### src/rtl/blink_pkg.sv
// blink_pkg: shared state encoding and default timing for the blink sequencer.
package blink_pkg;
  typedef enum logic [1:0] {IDLE, ON, OFF, GAP} state_t;
  localparam logic [31:0] DEF_TICK_DIV = 32'd1000;
  localparam logic [7:0] DEF_ON_TICKS = 8'd4;
  localparam logic [7:0] DEF_OFF_TICKS = 8'd4;
  localparam logic [7:0] DEF_GAP_TICKS = 8'd16;
  localparam int CNT_W = 4;
endpackage

### src/rtl/blink_tick.sv
// blink_tick: prescaler pulsing tick every TICK_DIV cycles, with sync clear.
module blink_tick #(
  parameter logic [31:0] TICK_DIV = blink_pkg::DEF_TICK_DIV
) (
  input  logic clk,
  input  logic rst,
  input  logic clr,
  output logic tick
);
  logic [31:0] cnt;
  assign tick = (cnt == TICK_DIV - 32'd1);
  always_ff @(posedge clk or posedge rst)
    if (rst) cnt <= '0;
    else cnt <= (clr || tick) ? '0 : cnt + 32'd1;
endmodule

### src/rtl/blink_seq_arb.sv
// blink_seq_arb: round-robin, non-preemptive sharing of one LED pair among NREQ requesters.
module blink_seq_arb
  import blink_pkg::*;
#(
  parameter int NREQ = 4,
  parameter logic [31:0] TICK_DIV = DEF_TICK_DIV,
  parameter logic [7:0] ON_TICKS = DEF_ON_TICKS,
  parameter logic [7:0] OFF_TICKS = DEF_OFF_TICKS,
  parameter logic [7:0] GAP_TICKS = DEF_GAP_TICKS
) (
  input  logic clk,
  input  logic rst,
  input  logic [NREQ-1:0] req,
  input  logic [CNT_W*NREQ-1:0] cnt_i,
  output logic [NREQ-1:0] grant,
  output logic busy,
  output logic [NREQ-1:0] done,
  output logic out1,
  output logic out2
);
  localparam int PW = (NREQ > 1) ? $clog2(NREQ) : 1;
  state_t state, state_n;
  logic [7:0] phase, phase_n, lim;
  logic [CNT_W-1:0] rem, rem_n, slice;
  logic [PW-1:0] ptr, ptr_n, pick;
  logic [NREQ-1:0] grant_n, done_n;
  logic out1_n, tick, end_ph;

  function automatic logic [PW-1:0] rr_pick(input logic [NREQ-1:0] r, input logic [PW-1:0] p);
    rr_pick = p;
    for (int k = NREQ - 1; k >= 0; k--)
      if (r[(int'(p) + k) % NREQ]) rr_pick = PW'((int'(p) + k) % NREQ);
  endfunction

  blink_tick #(.TICK_DIV(TICK_DIV)) u_tick (
    .clk(clk),
    .rst(rst),
    .clr(state == IDLE),
    .tick(tick)
  );

  assign busy = (state != IDLE);
  assign out2 = ~out1;
  assign pick = rr_pick(req, ptr);
  assign slice = cnt_i[CNT_W*pick +: CNT_W];
  assign lim = (state == ON) ? ON_TICKS - 8'd1 : (state == OFF) ? OFF_TICKS - 8'd1 : GAP_TICKS - 8'd1;
  assign end_ph = tick && (phase == lim);

  always_comb begin
    state_n = state;
    rem_n = rem;
    ptr_n = ptr;
    grant_n = grant;
    done_n = '0;
    out1_n = out1;
    phase_n = (state == IDLE || end_ph) ? 8'd0 : tick ? phase + 8'd1 : phase;
    // the done cycle blocks arbitration so a finished owner cannot re-grab instantly
    if (state == IDLE) begin
      if (|req && !(|done)) begin
        state_n = ON;
        grant_n = NREQ'(1) << pick;
        out1_n = 1'b1;
        rem_n = (slice == '0) ? CNT_W'(1) : slice;
        ptr_n = (pick == PW'(NREQ - 1)) ? '0 : pick + 1'b1;
      end
    end else if (end_ph) begin
      if (state == ON) begin
        state_n = OFF;
        out1_n = 1'b0;
        rem_n = rem - 1'b1;
      end else if (state == OFF && rem != '0) begin
        state_n = ON;
        out1_n = 1'b1;
      end else if (state == OFF && GAP_TICKS != 8'd0) begin
        state_n = GAP;
      end else begin
        state_n = IDLE;
        grant_n = '0;
        done_n = grant;
      end
    end
  end

  always_ff @(posedge clk or posedge rst)
    if (rst) begin
      state <= IDLE;
      phase <= '0;
      rem <= '0;
      ptr <= '0;
      grant <= '0;
      done <= '0;
      out1 <= 1'b0;
    end else begin
      state <= state_n;
      phase <= phase_n;
      rem <= rem_n;
      ptr <= ptr_n;
      grant <= grant_n;
      done <= done_n;
      out1 <= out1_n;
    end
endmodule

### config.mk
export PLATFORM = sky130hd
export DESIGN_NAME = blink_seq_arb
export DESIGN_NICKNAME = d
export VERILOG_FILES = /design/src/rtl/blink_pkg.sv /design/src/rtl/blink_tick.sv /design/src/rtl/blink_seq_arb.sv
export SDC_FILE = /design/constraint.sdc
export NUM_CORES = 1
export LEC_CHECK = 0
export BUFFER_PORTS_ARGS = -buffer_cell sky130_fd_sc_hd__buf_2
export CORE_MARGIN = 2
export CORE_UTILIZATION = 30
export DETAILED_ROUTE_END_ITERATION = 8
export PLACE_DENSITY_LB_ADDON = 0.3
export SYNTH_ARGS = -nofsm -noshare
export SYNTH_HDL_FRONTEND = slang
export SYNTH_SLANG_ARGS = --single-unit
### constraint.sdc
create_clock -name clk -period 2.26 [get_ports clk]
set_input_delay 0 -clock clk [delete_from_list [all_inputs] [get_ports clk]]
set_output_delay 0 -clock clk [all_outputs]
set_load 0.05 [all_outputs]
==> results.sh, run 1 <==
export IMPL_cp_num_buf_inv=0
export IMPL_path_cells="nor4b_2 -> nand4_1 -> or3_4 -> o31ai_4 -> o211ai_2 -> a22o_1"
export IMPL_port_buffer_count=32
export IMPL_die_w_um=107
export IMPL_critPathArrivalTime_ps=2350
export IMPL_clock_latency_ps=330
export IMPL_fin_crit_sh_pct=94.4
export IMPL_fin_area_um2=3970
export IMPL_critical_path_top_delay_family="simple AND/OR/NAND/NOR gates"
export IMPL_wl_met2_mm=3.32
export IMPL_syn_avg_cell_area_um2=9.40
export IMPL_fillerInstances=1059
export IMPL_async_flop_share_pct=100
export IMPL_synth_edf_count=0
export IMPL_synth_commonest_cells="dfrtp_1 (57), nor2_1 (45), nand2_1 (27), xor2_1 (20), nand3_1 (18)"
export IMPL_finalSetupViolCount=0
export IMPL_tns_ps=0
export IMPL_drc=0
export IMPL_drive_gt1_share_pct=23.2
export IMPL_cellLeakagePower_uw=0.00190
export IMPL_power_density_nw_per_um2=539
export IMPL_outcome="finished, final reports clean"
export IMPL_die_area_um2=11400
export IMPL_ys_types=47
export IMPL_cpPeakStageDelay_ps=440
export IMPL_synth_cells=337
export IMPL_synthFlopType="dfrtp_1"
export IMPL_grt_use_total_pct=13.0
export IMPL_netlist_area_um2=3170
export IMPL_ir_worst_vdd_v=0.000254
export IMPL_maxCapViolCount=0
export IMPL_ios=33
export IMPL_num_rows=37
export IMPL_tightestPinTransition_ps=771
export IMPL_period_needed_ps=2130
export IMPL_synth_top_area_share_pct=45.0
export IMPL_gr_total_overflow=0
export IMPL_num_vias=2644
export IMPL_yosysTopAreaCell="dfrtp_1"
export IMPL_place_congestion=0.774
export IMPL_dp_hpwl_mm=5.02
export IMPL_crit_fanout=4
export IMPL_slew_viol_final=0
export IMPL_crit_path_start_kind="flop"
export IMPL_grt_pass1_vias=2644
export IMPL_dr_wl_met3_um=272
export IMPL_post_drt_wl_per_cell_um=12.8
export IMPL_fin_nets=433
export IMPL_crit_path_end_kind="flop"
export IMPL_core_um2=10300
export IMPL_start_util_pct=30.8
export IMPL_synth_area_top_cells="dfrtp_1 (45%), xor2_1 (5.5%), nor2_1 (5.3%)"
export IMPL_placed_cell_area_um2=3650
export IMPL_clock_tree_root_cell="clkbuf_8"
export IMPL_fin_skew_ps=6.49
export IMPL_yosysSeqAreaShare_pct=45.0
export IMPL_antenna_found_initial=0
export IMPL_whs_ps=65.5
export IMPL_drt_iter0_markers=185
export IMPL_final_util_pct=38.6
export IMPL_ant_nets=0
export IMPL_numCtsBuffers=9
export IMPL_required_ps=2480
export IMPL_slowest_stage="or3_4"
export IMPL_antenna_cells=0
export IMPL_slew_headroom_pct=48.5
export IMPL_vias_per_cell=4.89
export IMPL_drt_total_wl_mm=6.95
export IMPL_htree_levels=3
export IMPL_fp_dieH_um=107
export IMPL_synth_seq_cells=57
export IMPL_crit_type="flop to flop"
export IMPL_cts_sinks=57
export IMPL_top_layer_used="met4"
export IMPL_syn_nets=370
export IMPL_fmax_ghz=0.469
export IMPL_yosysMostFrequentCell="dfrtp_1"
export IMPL_firstDrtPassIters=4
export IMPL_hold_class="primary input to flop"
export IMPL_tritoncts="built"
export IMPL_clock_path_buffers=2
export IMPL_area_growth_pct=25.2
export IMPL_grt_pass1_wl_mm=12.1
export IMPL_clk_pin_slew_ps=70
export IMPL_yosysWarningCount=0
export IMPL_drt_met1_wl_mm=3.31
export IMPL_final_hold_viol_count=0
export IMPL_grt_max_degree=37
## worst paths after layout
check / from / to / slack, ps / depth (start not counted)
worst max-delay path: u_tick.cnt[21] / grant[2] / 130 / 6
worst min-delay path: cnt_i[12] / rem[0] / 70 / 4
worst max register to register: u_tick.cnt[21] / grant[2] / 130 / 6
worst min register to register: rem[3] / rem[3] / 510 / 2
max in group asynchronous: rst / u_tick.cnt[18] / 1210 / 4
min in group asynchronous: rst / done[1] / 360 / 3
## cell families after synthesis
logic type / after synthesis / synth area share (%)
AO/OA/AOI/OAI: 47 / 9.92
XOR/XNOR: 29 / 8.02
adder cells (fa/ha/maj): 11 / 4.35
buffers and inverters: 27 / 3.79
flip-flops: 57 / 45.0
multiplexers: 10 / 3.16
AND/OR/NAND/NOR: 156 / 25.7
## where the power goes
group	leakage [uW]	internal, uW	switching, uW
combinational	0.00102	37.6	50.3
sequential	0.000772	1020	0
clock	0.000106	615	413
## per-stage QoR
stage | instances | worst slack, ps | total power [uW]
2_1_floorplan | 337 | 15.6 | 1090
4_1_cts | 538 | 11.3 | 2170
3_5_place_dp | 521 | -3.91 | 1130
6_report | 541 | 127 | 2140
5_1_grt | 541 | -2.90 | 2230
3_3_place_gp | 521 | 36.5 | 1130
## tightest hold or removal path, cell delays in order
cell and delay (ps):
buf_2 90, nand2_1 40, a22o_1 130, o211ai_1 80
## layout by cell type, fill, tap and decap left out, drive strengths merged, types with 9 or more instances in the layout
master / netlist / layout
nand3: 18 / 18
mux2i: 10 / 10
ha: 11 / 11
and3: 11 / 11
xor2: 20 / 20
inv: 16 / 16
dfrtp: 57 / 57
nor2: 46 / 46
xnor2: 9 / 9
a21oi: 14 / 14
clkbuf: 3 / 10
nand4: 12 / 12
o21ai: 13 / 13
buf: 7 / 61
nand2: 28 / 28
## sequential cells by signal, summed over array words and instances, names as in the netlist
signal      flops
rem             4
ptr             2
phase           8
out1            1
grant           4
state           2
done            4
u_tick.cnt     32
## cell type report
type                       instances  area, um2  area share, %
inverter                          17       63.8           1.61
timing repair buffer              62        400           10.1
multi-input combinational        253       1700           42.7
clock buffer                      10        128           3.22
clock inverter                     6       82.6           2.08
tap                              136        170           4.29
sequential                        57       1430           36.0
## layer usage
| layer | global-route usage (%) | vias up |
|---|---|---|
| met5 | 0 | - |
| met4 | 3.06 | 0 |
| li1 | - | 1306 |
| met1 | 16.8 | 1287 |
| met3 | 3.28 | 4 |
| met2 | 21.9 | 47 |
## timing repair
item / 4_1_cts / 5_1_grt
setup endpoints to repair: 3 / 26
hold buffers: 1 / 0
gates resized for setup: 1 / 9
pin swaps: 0 / 2
setup buffers: 0 / 3
endpoints found under the hold margin: 34 / 0
Note: power is estimated with default switching activity, not from simulation.
==> inputs of run 2 (changes only) <==
==> constraint.sdc (replaced) <==
create_clock -name clk -period 2.65 [get_ports clk]
set_input_delay 0.53 -clock clk [delete_from_list [all_inputs] [get_ports clk]]
set_output_delay 0.53 -clock clk [all_outputs]
set_load 0.05 [all_outputs]
==> run 2 against run 1 <==
Net effect: sequential share of layout area increased by 2.5 points; sequential power decreased by 15%; global-route usage increased by 0.068 points; final cell count decreased by 3.5%; power decreased by 19%; setup slack improved by 100 ps; largest power group is now registers.
==> results.sh, run 2 (synthesized netlist as in run 1, its figures left out) <==
export IMPL_outcome="finished, final reports clean"
export IMPL_num_vias=2555
export IMPL_tightestPinTransition_ps=520
export IMPL_regArea_um2=1430
export IMPL_ios=33
export IMPL_power_density_nw_per_um2=469
export IMPL_crit_path_end_kind="output pin"
export IMPL_dp_hpwl_mm=5.07
export IMPL_final_cell_mix="dfrtp_1 (57), nor2_1 (45), buf_2 (32)"
export IMPL_antenna_found_initial=0
export IMPL_drive_gt1_share_pct=17.6
export IMPL_crit_fanout=9
export IMPL_antenna_cells=0
export IMPL_layout_setup_ws_ps=229
export IMPL_path_cells="inv_1 -> ha_1 -> buf_4 -> clkinv_1 -> buf_2"
export IMPL_firstDrtPassIters=4
export IMPL_final_hold_viol_count=0
export IMPL_fin_skew_ps=9.10
export IMPL_grt_pass1_vias=2686
export IMPL_fin_crit_sh_pct=91.4
export IMPL_area_growth_pct=17.2
export IMPL_required_ps=2120
export IMPL_ir_worst_vdd_v=0.000213
export IMPL_cts_hold_buffers=0
export IMPL_hold_class="primary input to async pin"
export IMPL_multiInputGateArea_um2=1620
export IMPL_clock_tree_root_cell="clkbuf_8"
export IMPL_finalSetupViolCount=0
export IMPL_port_buffer_count=32
export IMPL_critPathArrivalTime_ps=1890
export IMPL_rsz0062_at_grt="no"
export IMPL_cts_resized_gates=0
export IMPL_period_needed_ps=2420
export IMPL_cellLeakagePower_uw=0.00178
export IMPL_drc=0
export IMPL_start_util_pct=30.8
export IMPL_slew_viol_final=0
export IMPL_die_area_um2=11400
export IMPL_place_congestion=0.808
export IMPL_post_drt_wl_per_cell_um=13.2
export IMPL_critical_path_top_delay_family="buffers and inverters"
export IMPL_crit_type="flop to output pin"
export IMPL_cpPeakStageDelay_ps=410
export IMPL_maxCapViolCount=0
export IMPL_fp_dieH_um=107
export IMPL_tritoncts="built"
export IMPL_fin_nets=414
export IMPL_instances_no_fill=522
export IMPL_grt_max_degree=24
export IMPL_tns_ps=0
export IMPL_clock_latency_ps=330
export IMPL_clock_path_buffers=2
export IMPL_core_um2=10300
export IMPL_dp_slack_ps=261
export IMPL_slowest_stage="dfrtp_1"
export IMPL_regMostFlops="u_tick.cnt"
export IMPL_numCtsBuffers=9
export IMPL_grt_use_total_pct=13.1
export IMPL_cts_sinks=57
export IMPL_crit_path_start_kind="flop"
export IMPL_drt_total_wl_mm=6.87
export IMPL_largest_reg_flops=32
export IMPL_grt_pass1_wl_mm=12.1
export IMPL_clk_pin_slew_ps=60
export IMPL_num_rows=37
export IMPL_postCtsSetupBuffers=0
export IMPL_fmax_ghz=0.413
export IMPL_drt_iter0_markers=89
export IMPL_gr_total_overflow=0
export IMPL_ant_nets=0
export IMPL_slew_headroom_pct=65.1
export IMPL_place_inst=506
export IMPL_fillerInstances=1078
export IMPL_vias_per_cell=4.89
export IMPL_htree_levels=3
export IMPL_final_common_cell="dfrtp_1"
export IMPL_die_w_um=107
export IMPL_cp_num_buf_inv=4
export IMPL_largestRegisters="u_tick.cnt: 32 flops, phase: 8 flops"
## run 2: final timing paths
path / start / cells past startpoint / endpoint / slack, ps
max in group asynchronous: rst / 3 / u_tick.cnt[11] / 1920
worst min register to register: grant[1] / 1 / done[1] / 520
min in group clk: grant[1] / 1 / done[1] / 520
worst max register to register: u_tick.cnt[0] / 7 / grant[2] / 230
worst max-delay path: state[1] / 5 / busy / 230
worst min-delay path: rst / 2 / ptr[0] / 130
## run 2: per-stage QoR
step	instance area (um2)	total power (uW)	utilization [%]	hold slack, ps
after floorplan	3170	930	-	459
after global placement	3520	960	34.3	471
after detailed placement	3520	962	34.3	477
after CTS	3710	1770	36.1	112
after global routing	3710	1820	36.1	128
final	3710	1740	36.1	131
## run 2: per-layer routing
layer / part of all wire [%] / global-route usage (%) / vias to the layer above
met4: 1.1 / 3.34 / 0
met2: 48 / 21.9 / 51
met3: 3.4 / 3.28 / 8
li1: - / - / 1264
met5: 0 / 0 / -
met1: 48 / 16.9 / 1232
## run 2: area by class of cell
class                           count  share of cell area, %
Tap cell                          136                   4.58
Sequential cell                    57                   38.4
Clock buffer                       13                   4.01
Inverter                           17                   1.72
Multi-Input combinational cell    253                   43.6
Clock inverter                      3                   1.08
Timing Repair Buffer               43                   6.54
## run 2: where the power goes
| group | switching (uW) | internal [uW] |
|---|---|---|
| logic | 43.4 | 30.4 |
| registers | 0 | 870 |
| clock network | 338 | 458 |
